--- config.mk ---
export PLATFORM = sky130hd
export DESIGN_NAME = awgn_channel_flat
export DESIGN_NICKNAME = d
export VERILOG_FILES = /design/src/rtl/awgn_channel_if.sv /design/src/rtl/awgn_channel.sv /design/src/flat_wrapper.sv
export SDC_FILE = /design/constraint.sdc
export NUM_CORES = 1
export LEC_CHECK = 0
export ABC_CLOCK_PERIOD_IN_PS = 11950
export BUFFER_PORTS_ARGS = -buffer_cell sky130_fd_sc_hd__buf_4
export CORE_MARGIN = 5
export CORE_UTILIZATION = 40
export DETAILED_ROUTE_END_ITERATION = 10
export MAX_ROUTING_LAYER = met4
export PLACE_DENSITY = 0.58
export SETUP_SLACK_MARGIN = 0.5
export SYNTH_ARGS = -nofsm -noshare
export SYNTH_HDL_FRONTEND = slang
export SYNTH_SLANG_ARGS = --single-unit
--- constraint.sdc ---
create_clock -name clk -period 11.95 [get_ports clk]
set_clock_uncertainty 0.2 [all_clocks]
set_input_delay 3.585 -clock clk [delete_from_list [all_inputs] [get_ports clk]]
set_output_delay 3.585 -clock clk [all_outputs]
set_load 0.02 [all_outputs]
--- src/rtl/awgn_channel_if.sv ---
// Symbol input and noisy-symbol output streams of the AWGN channel stage.
interface awgn_channel_if #(
  parameter int DATA_W = 16
) ();
  logic signed [DATA_W-1:0] sym_in;
  logic                     sym_valid;
  logic                     sym_ready;
  logic signed [DATA_W-1:0] out_data;
  logic                     out_valid;
  logic                     out_ready;

  modport master (
    output sym_in, sym_valid, out_ready,
    input  sym_ready, out_data, out_valid
  );

  modport slave (
    input  sym_in, sym_valid, out_ready,
    output sym_ready, out_data, out_valid
  );
endinterface

--- src/rtl/awgn_channel.sv ---
// Adds scaled Gaussian noise to a symbol stream through a 3-stage stall-together
// pipeline, with a warm-up interlock covering the upstream generator's fill latency.
module awgn_channel #(
  parameter int DATA_W      = 16,
  parameter int SCALE_SHIFT = 16,
  parameter int WARMUP      = 24
) (
  input  logic               clk,
  input  logic               rst,
  input  logic signed [15:0] awgn_in,
  input  logic        [15:0] noise_scale,
  input  logic               noise_en,
  awgn_channel_if.slave      bus,
  output logic        [31:0] out_count,
  output logic        [15:0] sat_count
);

  localparam int WU_W  = (WARMUP > 0) ? $clog2(WARMUP + 1) : 1;
  localparam int SUM_W = (DATA_W + 18 > 34) ? DATA_W + 18 : 34;
  localparam logic signed [SUM_W-1:0] MAX_V = $signed((SUM_W'(1) << (DATA_W - 1)) - SUM_W'(1));
  localparam logic signed [SUM_W-1:0] MIN_V = -MAX_V - SUM_W'(1);

  logic [WU_W-1:0] wu_cnt;
  logic            warm;
  logic            adv;
  logic            accept;

  logic signed [DATA_W-1:0] s1_sym;
  logic signed [15:0]       s1_noise;
  logic        [15:0]       s1_scale;
  logic                     s1_valid;

  logic signed [32:0]       product;
  logic signed [32:0]       noise_shifted;
  logic signed [DATA_W-1:0] s2_sym;
  logic signed [32:0]       s2_noise;
  logic                     s2_valid;

  logic signed [SUM_W-1:0]  sum;
  logic                     sat_hi;
  logic                     sat_lo;
  logic signed [DATA_W-1:0] clamped;
  logic signed [DATA_W-1:0] s3_data;
  logic                     s3_valid;

  assign warm          = (wu_cnt == WU_W'(WARMUP));
  assign adv           = !s3_valid || bus.out_ready;
  assign bus.sym_ready = warm && adv;
  assign accept        = bus.sym_valid && bus.sym_ready;

  assign product       = s1_noise * $signed({1'b0, s1_scale});
  assign noise_shifted = product >>> SCALE_SHIFT;

  assign sum     = {{(SUM_W-DATA_W){s2_sym[DATA_W-1]}}, s2_sym}
                 + {{(SUM_W-33){s2_noise[32]}}, s2_noise};
  assign sat_hi  = (sum > MAX_V);
  assign sat_lo  = (sum < MIN_V);
  assign clamped = sat_hi ? MAX_V[DATA_W-1:0] :
                   sat_lo ? MIN_V[DATA_W-1:0] : sum[DATA_W-1:0];

  assign bus.out_data  = s3_data;
  assign bus.out_valid = s3_valid;

  always_ff @(posedge clk) begin
    if (!rst) begin
      wu_cnt <= '0;
    end else if (!warm) begin
      wu_cnt <= wu_cnt + WU_W'(1);
    end
  end

  // All three stages advance together; a stalled output freezes bubbles too.
  always_ff @(posedge clk) begin
    if (!rst) begin
      s1_sym   <= '0;
      s1_noise <= '0;
      s1_scale <= '0;
      s1_valid <= 1'b0;
      s2_sym   <= '0;
      s2_noise <= '0;
      s2_valid <= 1'b0;
      s3_data  <= '0;
      s3_valid <= 1'b0;
    end else if (adv) begin
      s1_sym   <= bus.sym_in;
      s1_noise <= noise_en ? awgn_in : 16'sd0;
      s1_scale <= noise_scale;
      s1_valid <= accept;
      s2_sym   <= s1_sym;
      s2_noise <= noise_shifted;
      s2_valid <= s1_valid;
      s3_data  <= clamped;
      s3_valid <= s2_valid;
    end
  end

  always_ff @(posedge clk) begin
    if (!rst) begin
      out_count <= '0;
      sat_count <= '0;
    end else begin
      if (bus.out_valid && bus.out_ready) begin
        out_count <= out_count + 32'd1;
      end
      if (adv && s2_valid && (sat_hi || sat_lo) && (sat_count != 16'hFFFF)) begin
        sat_count <= sat_count + 16'd1;
      end
    end
  end

endmodule
--- src/flat_wrapper.sv ---
// flat-port wrapper written by rule: the top's interface ports become plain ports
module awgn_channel_flat 
#(
  parameter int DATA_W      = 16,
  parameter int SCALE_SHIFT = 16,
  parameter int WARMUP      = 24
)
  (clk, rst, awgn_in, noise_scale, noise_en, out_count, sat_count, bus_sym_in, bus_sym_valid, bus_out_ready, bus_sym_ready, bus_out_data, bus_out_valid);
  awgn_channel_if #(.DATA_W(DATA_W)) bus_i ();
  input  logic clk;
  input  logic rst;
  input  logic signed [15:0] awgn_in;
  input  logic        [15:0] noise_scale;
  input  logic noise_en;
  output logic        [31:0] out_count;
  output logic        [15:0] sat_count;
  input wire logic [$bits(bus_i.sym_in)-1:0] bus_sym_in;
  input wire logic [$bits(bus_i.sym_valid)-1:0] bus_sym_valid;
  input wire logic [$bits(bus_i.out_ready)-1:0] bus_out_ready;
  output wire logic [$bits(bus_i.sym_ready)-1:0] bus_sym_ready;
  output wire logic [$bits(bus_i.out_data)-1:0] bus_out_data;
  output wire logic [$bits(bus_i.out_valid)-1:0] bus_out_valid;
  assign bus_i.sym_in = bus_sym_in;
  assign bus_i.sym_valid = bus_sym_valid;
  assign bus_i.out_ready = bus_out_ready;
  assign bus_sym_ready = bus_i.sym_ready;
  assign bus_out_data = bus_i.out_data;
  assign bus_out_valid = bus_i.out_valid;
  awgn_channel #(.DATA_W(DATA_W), .SCALE_SHIFT(SCALE_SHIFT), .WARMUP(WARMUP)) u_core (.clk(clk), .rst(rst), .awgn_in(awgn_in), .noise_scale(noise_scale), .noise_en(noise_en), .bus(bus_i), .out_count(out_count), .sat_count(sat_count));
endmodule
# Word-level counts from Yosys, hierarchy flattened
# Index checks and enable logic that the tools add are counted.
# Widths: inputs -> output; s select.
[word_totals]
mem_bits_ro = 0
n_memories = 0
register_bits = 153
out_inout_bits = 66
elab_cells = 33
ramBits = 0
latchBits = 0
in_bits = 53
[op_classes]
n_div = 0
multipliers = 1
n_eq_ne = 2
n_shift = 0
magnitude_cmp = 2
bitwise = 0
n_mux = 3
reduce_logical = 9
add_sub_neg = 4
[ops]
columns = ["cell", "count"]
rows = [
  ["$mux 16", 3],
  ["$gt 34x16->1 const B", 1],
  ["$lt 34x16->1 const B", 1],
  ["$mul 16x17->33", 1],
  ["$add 32x1->32 const B", 1],
  ["$add 16x17->18", 1],
  ["$add 16x1->16 const B", 1],
  ["$ne 16x16->1 const B", 1],
  ["$logic_and 1x1->1", 6],
  ["$add 5x1->5 const B", 1],
  ["$eq 5x5->1 const B", 1],
  ["$logic_or 1x1->1", 2],
  ["$logic_not 1->1", 1],
]

# Logic depth before layout (Yosys ltp)
# Gate-level depths: netlist of run 1.
[depth]
ltp_word = 5
depth_mapped = 24
depth_no_buf = 22

# Worst setup path after synthesis of run 1
# Ideal clock, no wire load.
[synth_timing]
kind = "input port to output port"
start = "input port bus_out_ready"
end = "output port bus_sym_ready"
setup_slack_ns = 3.781
path_buffers = 2
t_required_ns = 8.165
arrival_time_ns = 4.384
cell_stages = 4
cell_sequence = "nor2b_1 clkbuf_1 clkbuf_1 nor2_1"
[synth_via]
elab_chain_len = 2
[synth_rtl]
columns = ["item", "line_no", "source"]
rows = [
  ["from (decl)", "flat_wrapper.sv:19", "input wire logic [$bits(bus_i.out_ready)-1:0] bus_out_ready;"],
  ["$logic_or 1x1->1", "awgn_channel.sv:47", "assign adv = !s3_valid || bus.out_ready;"],
  ["$logic_and 1x1->1", "awgn_channel.sv:48", "assign bus.sym_ready = warm && adv;"],
  ["to (decl)", "flat_wrapper.sv:20", "output wire logic [$bits(bus_i.sym_ready)-1:0] bus_sym_ready;"],
]
# No other way between the ends.

# Final worst setup path of run 1
# Same ends and word-level chain as after synthesis.

==> results of run 1 <==
## worst max-delay path: stages
cell	delay, ns
sky130_fd_sc_hd__buf_4	0.13
sky130_fd_sc_hd__nor2b_4	0.09
sky130_fd_sc_hd__buf_4	0.64
sky130_fd_sc_hd__nor2_1	0.13
sky130_fd_sc_hd__buf_4	0.20
## layer usage
metal / track usage (%) / part of all wire [%]
met4: 3.64 / 1.1
met3: 2.35 / 2.9
met2: 32.1 / 49
met1: 26.0 / 47
met5: - / 0
## stage by stage
stage / std cells / utilization, %
after floorplan: 1772 / -
after global placement: 2331 / 43.7
after detailed placement: 2331 / 43.7
after CTS: 2363 / 45.2
after global routing: 2363 / 45.2
final: 2363 / 45.2
## kinds of logic after synthesis
| family | count (synthesis) | share of synthesized area (%) |
|---|---|---|
| and+or+nand+nor | 640 | 19.9 |
| adders and majority gates | 334 | 37.4 |
| AOI/OAI and AO/OA | 239 | 9.44 |
| DFF | 153 | 20.4 |
| buffers and inverters | 334 | 8.55 |
| muxes | 11 | 0.740 |
| xor gates and xnor gates | 61 | 3.55 |
## area by class of cell
| cell class | instances | area, um2 |
|---|---|---|
| Clock buffer | 20 | 457 |
| Clock inverter | 12 | 139 |
| Fill cell | 3677 | 20500 |
| Inverter | 256 | 962 |
| Multi-Input combinational cell | 1285 | 10700 |
| Sequential cell | 153 | 3060 |
| Tap cell | 511 | 639 |
| Timing Repair Buffer | 126 | 946 |
## flip-flops by register name, indices dropped and copies added (netlist names)
register and cells:
u_core.s1_valid 1, u_core.s2_noise 17, u_core.s1_sym 16, u_core.out_count 32
u_core.s2_valid 1, u_core.bus.out_valid 1, u_core.sat_count 16, u_core.s1_scale 16
u_core.wu_cnt 5, u_core.s2_sym 16, u_core.s1_noise 16, u_core.bus.out_data 16
## worst paths after layout
kind / from / end / slack (ns) / cells after the start
worst min-delay path: u_core.s1_sym[5]$_SDFFE_PN0N_ / u_core.s1_sym[5]$_SDFFE_PN0N_ / 0.25 / 2
worst min register to register: u_core.s1_sym[5]$_SDFFE_PN0N_ / u_core.s1_sym[5]$_SDFFE_PN0N_ / 0.25 / 2
worst max-delay path: bus_out_ready / bus_sym_ready / 3.32 / 5
worst max register to register: u_core.s1_noise[15]$_SDFFE_PN0N_ / u_core.s2_noise[16]$_SDFFE_PN0N_ / 4.53 / 20
## layout by cell type, fill, tap and decap left out, types with 3 or more instances in the layout
cell / count
sky130_fd_sc_hd__nand2b_1: 19
sky130_fd_sc_hd__o211ai_1: 4
sky130_fd_sc_hd__o21a_1: 7
sky130_fd_sc_hd__or2_2: 3
sky130_fd_sc_hd__inv_6: 3
sky130_fd_sc_hd__inv_1: 254
sky130_fd_sc_hd__a21oi_1: 129
sky130_fd_sc_hd__a211oi_1: 7
sky130_fd_sc_hd__buf_4: 126
sky130_fd_sc_hd__o21ai_0: 41
sky130_fd_sc_hd__nor4_1: 4
sky130_fd_sc_hd__nand4_1: 12
sky130_fd_sc_hd__nand3_1: 43
sky130_fd_sc_hd__or3_1: 8
sky130_fd_sc_hd__ha_1: 140
sky130_fd_sc_hd__and2_2: 3
sky130_fd_sc_hd__mux2i_1: 10
sky130_fd_sc_hd__fa_1: 194
sky130_fd_sc_hd__o31ai_1: 7
sky130_fd_sc_hd__dfxtp_1: 153
sky130_fd_sc_hd__xor2_1: 28
sky130_fd_sc_hd__nor3_1: 6
sky130_fd_sc_hd__clkbuf_16: 17
sky130_fd_sc_hd__clkinvlp_4: 3
sky130_fd_sc_hd__nand2_1: 312
sky130_fd_sc_hd__a31oi_1: 5
sky130_fd_sc_hd__and4_1: 6
sky130_fd_sc_hd__a21o_1: 12
sky130_fd_sc_hd__o21bai_1: 7
sky130_fd_sc_hd__xnor2_1: 33
sky130_fd_sc_hd__clkinv_2: 3
sky130_fd_sc_hd__and2_1: 114
sky130_fd_sc_hd__and3_1: 13
sky130_fd_sc_hd__or4_1: 7
sky130_fd_sc_hd__nor2_1: 81
## power by group
part           switching [mW]  internal (mW)  leakage, nW
Sequential             0.0451          0.537         1.25
Combinational           0.186          0.138         6.66
Clock                   0.224          0.321        0.285
==> metrics.txt, run 1 <==
# TYPE chip_impl_metric gauge
chip_impl_metric{name="route.detailed.wl_per_inst",unit="um"} 16.0
chip_impl_info{name="post-synth-top-count-cell",value="sky130_fd_sc_hd__nand2_1"} 1
chip_impl_metric{name="route.detailed.vias_per_inst",unit=""} 4.96
chip_impl_info{name="cp-start-kind",value="primary input"} 1
chip_impl_metric{name="achievable-frequency",unit="MHz"} 116
chip_impl_metric{name="firstDrtPassIters",unit=""} 5
chip_impl_metric{name="h-tree-depth",unit=""} 4
chip_impl_metric{name="synth_cells",unit=""} 1772
chip_impl_metric{name="via_count_of_the_first_global_routing_pass",unit=""} 12127
chip_impl_metric{name="cts_hold_buf",unit=""} 0
chip_impl_metric{name="layout.nets",unit=""} 2226
chip_impl_info{name="synth.largest_area_cell",value="sky130_fd_sc_hd__fa_1"} 1
chip_impl_metric{name="critical_path_required",unit="ns"} 8.17
chip_impl_metric{name="synth_fp_nets",unit=""} 2159
chip_impl_metric{name="max-vdd-ir-drop",unit="mV"} 0.0988
chip_impl_metric{name="postRouteWirelength",unit="um"} 37900
chip_impl_metric{name="number_of_sinks_on_the_clock_net",unit=""} 153
chip_impl_metric{name="synth-edff-count",unit=""} 0
chip_impl_metric{name="final.setup.tns",unit="ns"} 0
chip_impl_info{name="ys.flop_type",value="sky130_fd_sc_hd__dfxtp_1"} 1
chip_impl_metric{name="share_of_synthesized_registers_carrying_an_async_set_or_reset",unit="%"} 0
chip_impl_metric{name="cts.clk_slew.worst_paths",unit="ns"} 0.06
chip_impl_metric{name="yosysWarnings",unit=""} 0
chip_impl_metric{name="hpwlAfterDp",unit="um"} 28900
chip_impl_metric{name="floorplan.die_area",unit="um2"} 41600
chip_impl_metric{name="slew_headroom",unit="%"} 30.2
chip_impl_metric{name="power_density",unit="nW/um2"} 85.8
chip_impl_info{name="unrepaired_setup_endpoints_after_global_routing",value="no"} 1
chip_impl_metric{name="finalInstanceArea",unit="um2"} 16900
chip_impl_metric{name="final_critical_path_setup_slack",unit="ns"} 3.32
chip_impl_metric{name="num_io_pins",unit=""} 119
chip_impl_metric{name="global_route_wire_length_before_repair",unit="um"} 63500
chip_impl_metric{name="groute.usage.overall",unit="%"} 19.3
chip_impl_metric{name="fin_total_pwr",unit="mW"} 1.45
chip_impl_info{name="cts_root_buffer",value="sky130_fd_sc_hd__clkbuf_16"} 1
chip_impl_metric{name="layout_worst_path_cycle_share",unit="%"} 72.2
chip_impl_metric{name="drcViolationCount",unit=""} 0
chip_impl_metric{name="mapped_cell_area",unit="um2"} 15000
chip_impl_metric{name="finalWeightedCongestion",unit=""} 0.859
chip_impl_metric{name="yosys_reg_bits",unit=""} 153
chip_impl_metric{name="finalWorstPathRequiredPeriod",unit="ns"} 8.63
chip_impl_metric{name="maximum_number_of_pins_on_one_net_before_global_route_repair",unit=""} 83
chip_impl_metric{name="synth_top_area_share",unit="%"} 25.8
chip_impl_metric{name="initial_antenna_violation_count",unit=""} 0
chip_impl_info{name="status",value="finished clean"} 1
chip_impl_metric{name="floorplan.initialDensity",unit="%"} 40.2
chip_impl_metric{name="area_delta_synth_final",unit="%"} 12.4
chip_impl_metric{name="slew_violations",unit=""} 0
chip_impl_info{name="tritoncts",value="built"} 1
chip_impl_metric{name="placement.cell_area",unit="um2"} 16300
chip_impl_metric{name="pre_cts_slack",unit="ns"} 3.33
chip_impl_metric{name="critical_path_arrival",unit="ns"} 4.84
chip_impl_metric{name="max_slew.worst_pin.slew",unit="ns"} 1.04
chip_impl_metric{name="post_cts_resized",unit=""} 0
chip_impl_metric{name="port-buffer-count",unit=""} 118
chip_impl_metric{name="chipWidth",unit="um"} 204
chip_impl_metric{name="postCtsSetupBuffers",unit=""} 0
chip_impl_metric{name="postSynthAreaPerCell",unit="um2"} 8.49
chip_impl_info{name="critPathCaptureType",value="output pin"} 1
chip_impl_metric{name="drt.antenna.violating_nets",unit=""} 0
chip_impl_metric{name="portion_of_the_post_synthesis_area_used_by_sequential_elements",unit="%"} 20.4
chip_impl_metric{name="overflow",unit=""} 0
chip_impl_metric{name="final-setup-viol-count",unit=""} 0
chip_impl_metric{name="dr_total_vias",unit=""} 11714
chip_impl_metric{name="total_leakage_power",unit="nW"} 8.20
chip_impl_metric{name="drive_gt1_share",unit="%"} 9.61
chip_impl_metric{name="die_h",unit="um"} 204
chip_impl_metric{name="worstPathMaxFanout",unit=""} 82
chip_impl_metric{name="finalHoldViolCount",unit=""} 0
chip_impl_info{name="holdCritPathClass",value="reg -> reg"} 1
chip_impl_metric{name="drt-initial-drc-count",unit=""} 592
chip_impl_metric{name="num_rows",unit=""} 71
chip_impl_metric{name="number_of_max_cap_violations",unit=""} 0
chip_impl_metric{name="design.core.area",unit="um2"} 37400
chip_impl_info{name="criticalPathCategory",value="in -> out"} 1
chip_impl_metric{name="ctsLongestPathBuffers",unit=""} 2
chip_impl_metric{name="post_route_worst_hold_slack",unit="ns"} 0.254
chip_impl_info{name="synth_commonest_cells",value="312 x sky130_fd_sc_hd__nand2_1, 254 x sky130_fd_sc_hd__inv_1, 194 x sky130_fd_sc_hd__fa_1"} 1
chip_impl_metric{name="cts_made_buffers",unit=""} 17
chip_impl_info{name="yosys-top-cells-area",value="sky130_fd_sc_hd__fa_1 26%, sky130_fd_sc_hd__dfxtp_1 20%, sky130_fd_sc_hd__ha_1 12%"} 1
chip_impl_metric{name="clkLatencyLatePin",unit="ns"} 0.43
chip_impl_metric{name="num_antenna_cells",unit=""} 0
chip_impl_metric{name="synth_cell_type_count",unit=""} 59
Power figures use the tool's default switching activity.
==> inputs of run 2 (changes only) <==
ABC_CLOCK_PERIOD_IN_PS = 7080   (was 11950)
PLACE_DENSITY = 0.6   (was 0.58)
clock period = 7.08 ns   (was 11.95 ns; I/O delays follow)
==> metrics.txt, run 2 (same netlist as run 1, synthesis figures left out) <==
# TYPE chip_impl_metric gauge
chip_impl_metric{name="largest_register_ffs",unit=""} 32
chip_impl_metric{name="final-setup-viol-count",unit=""} 0
chip_impl_metric{name="finalInstanceArea",unit="um2"} 17300
chip_impl_metric{name="ff2ff_setup_slack",unit="ns"} 0.79
chip_impl_metric{name="die_h",unit="um"} 204
chip_impl_metric{name="drcViolationCount",unit=""} 0
chip_impl_metric{name="drive_gt1_share",unit="%"} 13.1
chip_impl_metric{name="ctsLongestPathBuffers",unit=""} 2
chip_impl_info{name="min_from",value="u_core.s1_sym[8]$_SDFFE_PN0N_"} 1
chip_impl_metric{name="total_switching_power",unit="uW"} 795
chip_impl_metric{name="share_comb_of_total_power",unit="%"} 24.5
chip_impl_metric{name="post_route_worst_hold_slack",unit="ns"} 0.254
chip_impl_metric{name="critical_path_arrival",unit="ns"} 6.42
chip_impl_info{name="timing.critical_path.to",value="u_core.s2_noise[8]$_SDFFE_PN0N_"} 1
chip_impl_metric{name="h-tree-depth",unit=""} 4
chip_impl_metric{name="overflow",unit=""} 0
chip_impl_metric{name="max-vdd-ir-drop",unit="mV"} 0.268
chip_impl_metric{name="area_delta_synth_final",unit="%"} 14.8
chip_impl_metric{name="power_frac_clock",unit="%"} 36.0
chip_impl_info{name="crit_start",value="u_core.s1_scale[8]$_SDFFE_PN0N_"} 1
chip_impl_metric{name="port-buffer-count",unit=""} 118
chip_impl_info{name="criticalPathCategory",value="reg -> reg"} 1
chip_impl_metric{name="rr_worst_depth",unit=""} 25
chip_impl_metric{name="finalHoldViolCount",unit=""} 0
chip_impl_metric{name="num_io_pins",unit=""} 119
chip_impl_metric{name="groute.usage.overall",unit="%"} 19.7
chip_impl_info{name="cp-start-kind",value="register"} 1
chip_impl_metric{name="chipWidth",unit="um"} 204
chip_impl_metric{name="cts.clk_slew.worst_paths",unit="ns"} 0.07
chip_impl_metric{name="floorplan.die_area",unit="um2"} 41600
chip_impl_metric{name="firstDrtPassIters",unit=""} 5
chip_impl_metric{name="postRouteWirelength",unit="um"} 39700
chip_impl_info{name="critPathCaptureType",value="register"} 1
chip_impl_metric{name="total_leakage_power",unit="nW"} 8.36
chip_impl_info{name="reg2reg_from",value="u_core.s1_scale[8]$_SDFFE_PN0N_"} 1
chip_impl_metric{name="number_of_max_cap_violations",unit=""} 0
chip_impl_metric{name="netSwitchingFraction",unit="%"} 32.5
chip_impl_metric{name="design.core.area",unit="um2"} 37400
chip_impl_metric{name="global_route_wire_length_before_repair",unit="um"} 63900
chip_impl_metric{name="final.setup.tns",unit="ns"} 0
chip_impl_info{name="r2r_end",value="u_core.s2_noise[8]$_SDFFE_PN0N_"} 1
chip_impl_metric{name="clkLatencyLatePin",unit="ns"} 0.43
chip_impl_metric{name="finalWorstPathRequiredPeriod",unit="ns"} 6.29
chip_impl_metric{name="worstPathMaxFanout",unit=""} 8
chip_impl_metric{name="layout_worst_path_cycle_share",unit="%"} 88.8
chip_impl_metric{name="placement.cell_area",unit="um2"} 16500
chip_impl_metric{name="initial_antenna_violation_count",unit=""} 0
chip_impl_metric{name="slew_violations",unit=""} 0
chip_impl_info{name="cts_root_buffer",value="sky130_fd_sc_hd__clkbuf_16"} 1
chip_impl_metric{name="critical_path_required",unit="ns"} 7.21
chip_impl_metric{name="cts_made_buffers",unit=""} 17
chip_impl_metric{name="intPower",unit="mW"} 1.65
chip_impl_metric{name="dr_total_vias",unit=""} 11967
chip_impl_metric{name="share_seq_of_total_power",unit="%"} 39.5
chip_impl_metric{name="power_density",unit="nW/um2"} 141
chip_impl_metric{name="slew_headroom",unit="%"} 29.3
chip_impl_metric{name="num_antenna_cells",unit=""} 0
chip_impl_metric{name="num_rows",unit=""} 71
chip_impl_info{name="holdCritPathClass",value="reg -> reg"} 1
chip_impl_metric{name="layout.nets",unit=""} 2256
chip_impl_metric{name="hpwlAfterDp",unit="um"} 31400
chip_impl_metric{name="route.detailed.vias_per_inst",unit=""} 5.00
chip_impl_info{name="registers_with_the_most_flip_flops",value="u_core.out_count x32, u_core.s2_noise x17"} 1
chip_impl_info{name="status",value="finished clean"} 1
chip_impl_info{name="layout.cells.most_common",value="sky130_fd_sc_hd__nand2_1"} 1
chip_impl_metric{name="route.detailed.wl_per_inst",unit="um"} 16.6
chip_impl_info{name="layout_common_cells",value="311 x sky130_fd_sc_hd__nand2_1, 254 x sky130_fd_sc_hd__inv_1, 194 x sky130_fd_sc_hd__fa_1"} 1
chip_impl_metric{name="number_of_sinks_on_the_clock_net",unit=""} 153
chip_impl_metric{name="maximum_number_of_pins_on_one_net_before_global_route_repair",unit=""} 82
chip_impl_metric{name="max_slew.worst_pin.slew",unit="ns"} 1.05
chip_impl_metric{name="drt-initial-drc-count",unit=""} 596
chip_impl_metric{name="finalWeightedCongestion",unit=""} 0.877
chip_impl_info{name="tritoncts",value="built"} 1
chip_impl_metric{name="postLayoutCoreUtil",unit="%"} 46.2
chip_impl_metric{name="drt.antenna.violating_nets",unit=""} 0
chip_impl_info{name="unrepaired_setup_endpoints_after_global_routing",value="no"} 1
chip_impl_info{name="largest_register",value="u_core.out_count"} 1
chip_impl_metric{name="achievable-frequency",unit="MHz"} 159
chip_impl_metric{name="via_count_of_the_first_global_routing_pass",unit=""} 12145
chip_impl_metric{name="floorplan.initialDensity",unit="%"} 40.2
==> run 2: cell types whose count changed in the layout (fill, tap and decap cells not counted), sizes merged <==
cell,previous run,this run
clkbuf,20,17
bufinv,2,1
buf,126,156
clkinv,5,9
==> run 2: worst max-delay path, stage by stage, from the launching register on <==
cell and delay, ns:
sky130_fd_sc_hd__dfxtp_2 0.35, sky130_fd_sc_hd__buf_4 0.18, sky130_fd_sc_hd__and2_1 0.18, sky130_fd_sc_hd__fa_1 0.54, sky130_fd_sc_hd__inv_1 0.05, sky130_fd_sc_hd__fa_1 0.45
sky130_fd_sc_hd__fa_1 0.50, sky130_fd_sc_hd__inv_1 0.06, sky130_fd_sc_hd__fa_1 0.50, sky130_fd_sc_hd__fa_1 0.54, sky130_fd_sc_hd__inv_1 0.05, sky130_fd_sc_hd__fa_1 0.53
sky130_fd_sc_hd__inv_1 0.04, sky130_fd_sc_hd__ha_2 0.31, sky130_fd_sc_hd__o21a_1 0.11, sky130_fd_sc_hd__o21ai_1 0.07, sky130_fd_sc_hd__a31oi_2 0.23, sky130_fd_sc_hd__buf_4 0.19
sky130_fd_sc_hd__and2_1 0.20, sky130_fd_sc_hd__a221oi_2 0.08, sky130_fd_sc_hd__buf_4 0.18, sky130_fd_sc_hd__buf_4 0.13, sky130_fd_sc_hd__o21bai_1 0.14, sky130_fd_sc_hd__xor2_1 0.17
sky130_fd_sc_hd__nand2_1 0.07, sky130_fd_sc_hd__a21oi_1 0.16
==> run 2: worst min path at each step <==
stage	end	slack (ns)	cells past startpoint
detailed placement	u_core.s1_sym[1]$_SDFFE_PN0N_	0.25	2
global route	u_core.s1_sym[1]$_SDFFE_PN0N_	0.27	2
CTS	u_core.s1_sym[1]$_SDFFE_PN0N_	0.25	2
finish	u_core.s1_sym[8]$_SDFFE_PN0N_	0.25	2
floorplan	u_core.s1_sym[0]$_SDFFE_PN0N_	0.23	2
global placement	u_core.s1_sym[2]$_SDFFE_PN0N_	0.24	2
==> run 2: metal layers <==
metal / global-route usage [%] / vias up / part of all wire (%)
met4: 5.12 / 0 / 2.1
li1: - / 5801 / -
met2: 33.3 / 217 / 50
met5: - / - / 0
met1: 25.4 / 5903 / 45
met3: 2.21 / 46 / 3.1
==> run 2: layout make-up <==
cell class / instances / area (um2)
fillers: 3654 / 20100
multi-input cells: 1285 / 10800
flip-flops and latches: 153 / 3100
repair buffers: 156 / 1170
inverters: 256 / 962
well taps: 511 / 639
clock buffers: 17 / 425
clock inverters: 15 / 144
==> run 2: power by group through the flow <==
| stage | Combinational (mW) | Sequential [mW] | Clock [mW] |
|---|---|---|---|
| finish | 0.599 | 0.964 | 0.880 |
| global route | 0.684 | 0.969 | 0.945 |
| CTS | 0.595 | 0.963 | 0.904 |
| detailed placement | 0.589 | 0.981 | 0 |
| global placement | 0.580 | 0.980 | 0 |
| floorplan | 0.400 | 0.965 | 0 |
==> run 2: per-stage QoR <==
stage | worst slack (ns) | std cells | power, mW
4_1_cts | 0.514 | 2390 | 2.46
5_1_grt | 0.492 | 2393 | 2.60
6_report | 0.790 | 2393 | 2.44
3_3_place_gp | 0.414 | 2358 | 1.56
3_5_place_dp | 0.325 | 2358 | 1.57
2_1_floorplan | 0.661 | 1772 | 1.37
==> run 2: what timing repair did <==
action / 4_1_cts / 5_1_grt
setup endpoints to repair: 12 / 15
hold buffers: 0 / 0
setup buffers: 0 / 3
pin swaps: 0 / 12
endpoints found under the hold margin: 0 / 0
gates resized for setup: 13 / 35
==> inputs of run 3 (changes only) <==
BUFFER_PORTS_ARGS = -buffer_cell sky130_fd_sc_hd__buf_2   (was -buffer_cell sky130_fd_sc_hd__buf_4)
==> metrics.txt, run 3 (same netlist as run 1, synthesis figures left out) <==
# TYPE chip_impl_metric gauge
chip_impl_metric{name="design.core.area",unit="um2"} 37400
chip_impl_metric{name="hpwlAfterDp",unit="um"} 31300
chip_impl_metric{name="overflow",unit=""} 0
chip_impl_metric{name="firstDrtPassIters",unit=""} 5
chip_impl_metric{name="port-buffer-count",unit=""} 118
chip_impl_info{name="unrepaired_setup_endpoints_after_global_routing",value="no"} 1
chip_impl_metric{name="final.setup.tns",unit="ns"} 0
chip_impl_metric{name="layout_worst_path_cycle_share",unit="%"} 89.6
chip_impl_metric{name="dr_total_vias",unit=""} 11963
chip_impl_metric{name="area_delta_synth_final",unit="%"} 12.8
chip_impl_metric{name="route.detailed.vias_per_inst",unit=""} 4.99
chip_impl_metric{name="worstPathMaxFanout",unit=""} 9
chip_impl_metric{name="final-setup-viol-count",unit=""} 0
chip_impl_metric{name="floorplan.die_area",unit="um2"} 41600
chip_impl_metric{name="number_of_sinks_on_the_clock_net",unit=""} 153
chip_impl_metric{name="critical_path_required",unit="ns"} 7.22
chip_impl_metric{name="die_h",unit="um"} 204
chip_impl_info{name="cts_root_buffer",value="sky130_fd_sc_hd__clkbuf_16"} 1
chip_impl_metric{name="number_of_max_cap_violations",unit=""} 0
chip_impl_metric{name="ctsLongestPathBuffers",unit=""} 2
chip_impl_metric{name="groute.usage.overall",unit="%"} 20.0
chip_impl_metric{name="cts_made_buffers",unit=""} 17
chip_impl_info{name="layout.cells.most_common",value="sky130_fd_sc_hd__nand2_1"} 1
chip_impl_metric{name="final_critical_path_setup_slack",unit="ns"} 0.733
chip_impl_info{name="largest_register",value="u_core.out_count"} 1
chip_impl_metric{name="num_io_pins",unit=""} 119
chip_impl_metric{name="placed_cells_incl_taps",unit=""} 2360
chip_impl_metric{name="drt.antenna.violating_nets",unit=""} 0
chip_impl_info{name="critPathCaptureType",value="register"} 1
chip_impl_metric{name="achievable-frequency",unit="MHz"} 158
chip_impl_metric{name="drive_gt1_share",unit="%"} 12.7
chip_impl_metric{name="slew_headroom",unit="%"} 30.5
chip_impl_metric{name="area.sequential",unit="um2"} 3100
chip_impl_metric{name="largest_register_ffs",unit=""} 32
chip_impl_metric{name="clkLatencyLatePin",unit="ns"} 0.45
chip_impl_info{name="status",value="finished clean"} 1
chip_impl_metric{name="finalWorstPathRequiredPeriod",unit="ns"} 6.35
chip_impl_info{name="criticalPathCategory",value="reg -> reg"} 1
chip_impl_metric{name="postRouteWirelength",unit="um"} 39200
chip_impl_metric{name="postLayoutCoreUtil",unit="%"} 45.4
chip_impl_metric{name="chipWidth",unit="um"} 204
chip_impl_metric{name="multi_input_comb_area",unit="um2"} 10800
chip_impl_metric{name="total_leakage_power",unit="nW"} 8.35
chip_impl_metric{name="slew_violations",unit=""} 0
chip_impl_info{name="tritoncts",value="built"} 1
chip_impl_metric{name="layout.nets",unit=""} 2256
chip_impl_metric{name="drt-initial-drc-count",unit=""} 681
chip_impl_metric{name="finalWeightedCongestion",unit=""} 0.899
chip_impl_metric{name="post_layout_nonfiller_instances",unit=""} 2395
chip_impl_metric{name="global_route_wire_length_before_repair",unit="um"} 65000
chip_impl_metric{name="power_density",unit="nW/um2"} 147
chip_impl_metric{name="via_count_of_the_first_global_routing_pass",unit=""} 12333
chip_impl_metric{name="route.detailed.wl_per_inst",unit="um"} 16.3
chip_impl_metric{name="max-vdd-ir-drop",unit="mV"} 0.194
chip_impl_info{name="registers_with_the_most_flip_flops",value="u_core.out_count x32, u_core.s2_noise x17"} 1
chip_impl_info{name="cp-start-kind",value="register"} 1
chip_impl_metric{name="maximum_number_of_pins_on_one_net_before_global_route_repair",unit=""} 82
chip_impl_info{name="layout_common_cells",value="312 x sky130_fd_sc_hd__nand2_1, 254 x sky130_fd_sc_hd__inv_1, 193 x sky130_fd_sc_hd__fa_1"} 1
chip_impl_metric{name="num_rows",unit=""} 71
chip_impl_metric{name="pre_cts_slack",unit="ns"} 0.352
chip_impl_metric{name="critical_path_arrival",unit="ns"} 6.49
chip_impl_metric{name="h-tree-depth",unit=""} 4
chip_impl_metric{name="initial_antenna_violation_count",unit=""} 2
chip_impl_metric{name="max_slew.worst_pin.slew",unit="ns"} 1.04
chip_impl_metric{name="finalHoldViolCount",unit=""} 0
chip_impl_metric{name="floorplan.initialDensity",unit="%"} 40.2
chip_impl_info{name="holdCritPathClass",value="reg -> reg"} 1
chip_impl_metric{name="drcViolationCount",unit=""} 0
chip_impl_metric{name="fillerInstances",unit=""} 3745
chip_impl_metric{name="cts.clk_slew.worst_paths",unit="ns"} 0.07
chip_impl_metric{name="cts_hold_buf",unit=""} 0
==> run 3: cell types whose count changed in the layout (fill, tap and decap cells not counted), moves of 4 or more <==
cell | previous run | this run
sky130_fd_sc_hd__buf_2 | 0 | 118
sky130_fd_sc_hd__ha_1 | 136 | 140
sky130_fd_sc_hd__clkinv_2 | 5 | 1
sky130_fd_sc_hd__buf_4 | 155 | 35
==> run 3: power by group <==
part	leakage (nW)	internal [mW]	switching, mW
logic	6.79	0.232	0.336
clock network	0.300	0.540	0.429
registers	1.26	0.906	0.0553
total	8.35	1.68	0.820
==> run 3: worst paths after layout <==
kind | startpoint | endpoint | slack (ns) | cells after the start
max | u_core.s1_scale[13]$_SDFFE_PN0N_ | u_core.s2_noise[8]$_SDFFE_PN0N_ | 0.73 | 23
min | u_core.s1_sym[4]$_SDFFE_PN0N_ | u_core.s1_sym[4]$_SDFFE_PN0N_ | 0.26 | 2
min reg2reg | u_core.s1_sym[4]$_SDFFE_PN0N_ | u_core.s1_sym[4]$_SDFFE_PN0N_ | 0.26 | 2
max reg2reg | u_core.s1_scale[13]$_SDFFE_PN0N_ | u_core.s2_noise[8]$_SDFFE_PN0N_ | 0.73 | 23
==> run 3: what timing repair did <==
action	4_1_cts	5_1_grt
endpoints found under the setup margin	11	17
setup buffers	0	1
pin swaps	0	12
gates resized for setup	2	37
==> run 3: metal layers <==
metal  routed length [um]  global-route usage [%]
met5                    0                       -
met4                  941                    5.84
met3                 1900                    2.78
met2                19000                    32.2
met1                17300                    26.5
==> run 3: layout make-up <==
| class | instances | share of cell area (%) |
|---|---|---|
| flip-flops and latches | 153 | 18.3 |
| clock buffers | 17 | 2.50 |
| well taps | 511 | 3.76 |
| repair buffers | 156 | 5.22 |
| multi-input cells | 1285 | 63.4 |
| inverters | 256 | 5.67 |
| diodes | 2 | 0.0295 |
| clock inverters | 15 | 1.19 |
==> run 3: metrics by stage <==
stage	instance area (um2)	power (mW)	hold slack (ns)
after global placement	16200	1.54	0.242
after CTS	16900	2.53	0.257
after floorplan	15000	1.37	0.229
after global routing	17000	2.66	0.277
after detailed placement	16200	1.55	0.248
final	17000	2.50	0.258
==> run 3: critical path, stage by stage (launching register included) <==
cell,delay [ns]
sky130_fd_sc_hd__dfxtp_2,0.40
sky130_fd_sc_hd__buf_4,0.20
sky130_fd_sc_hd__and2_1,0.18
sky130_fd_sc_hd__fa_1,0.52
sky130_fd_sc_hd__inv_1,0.06
sky130_fd_sc_hd__fa_1,0.53
sky130_fd_sc_hd__inv_1,0.08
sky130_fd_sc_hd__fa_1,0.53
sky130_fd_sc_hd__fa_1,0.45
sky130_fd_sc_hd__fa_1,0.55
sky130_fd_sc_hd__inv_1,0.05
sky130_fd_sc_hd__fa_1,0.53
sky130_fd_sc_hd__inv_1,0.04
sky130_fd_sc_hd__ha_1,0.34
sky130_fd_sc_hd__o21a_1,0.20
sky130_fd_sc_hd__o21bai_1,0.17
sky130_fd_sc_hd__nor2_1,0.06
sky130_fd_sc_hd__and2_1,0.19
sky130_fd_sc_hd__a221oi_2,0.32
sky130_fd_sc_hd__buf_4,0.19
sky130_fd_sc_hd__o21bai_1,0.07
sky130_fd_sc_hd__xor2_1,0.16
sky130_fd_sc_hd__nand2_1,0.07
sky130_fd_sc_hd__a21oi_1,0.14
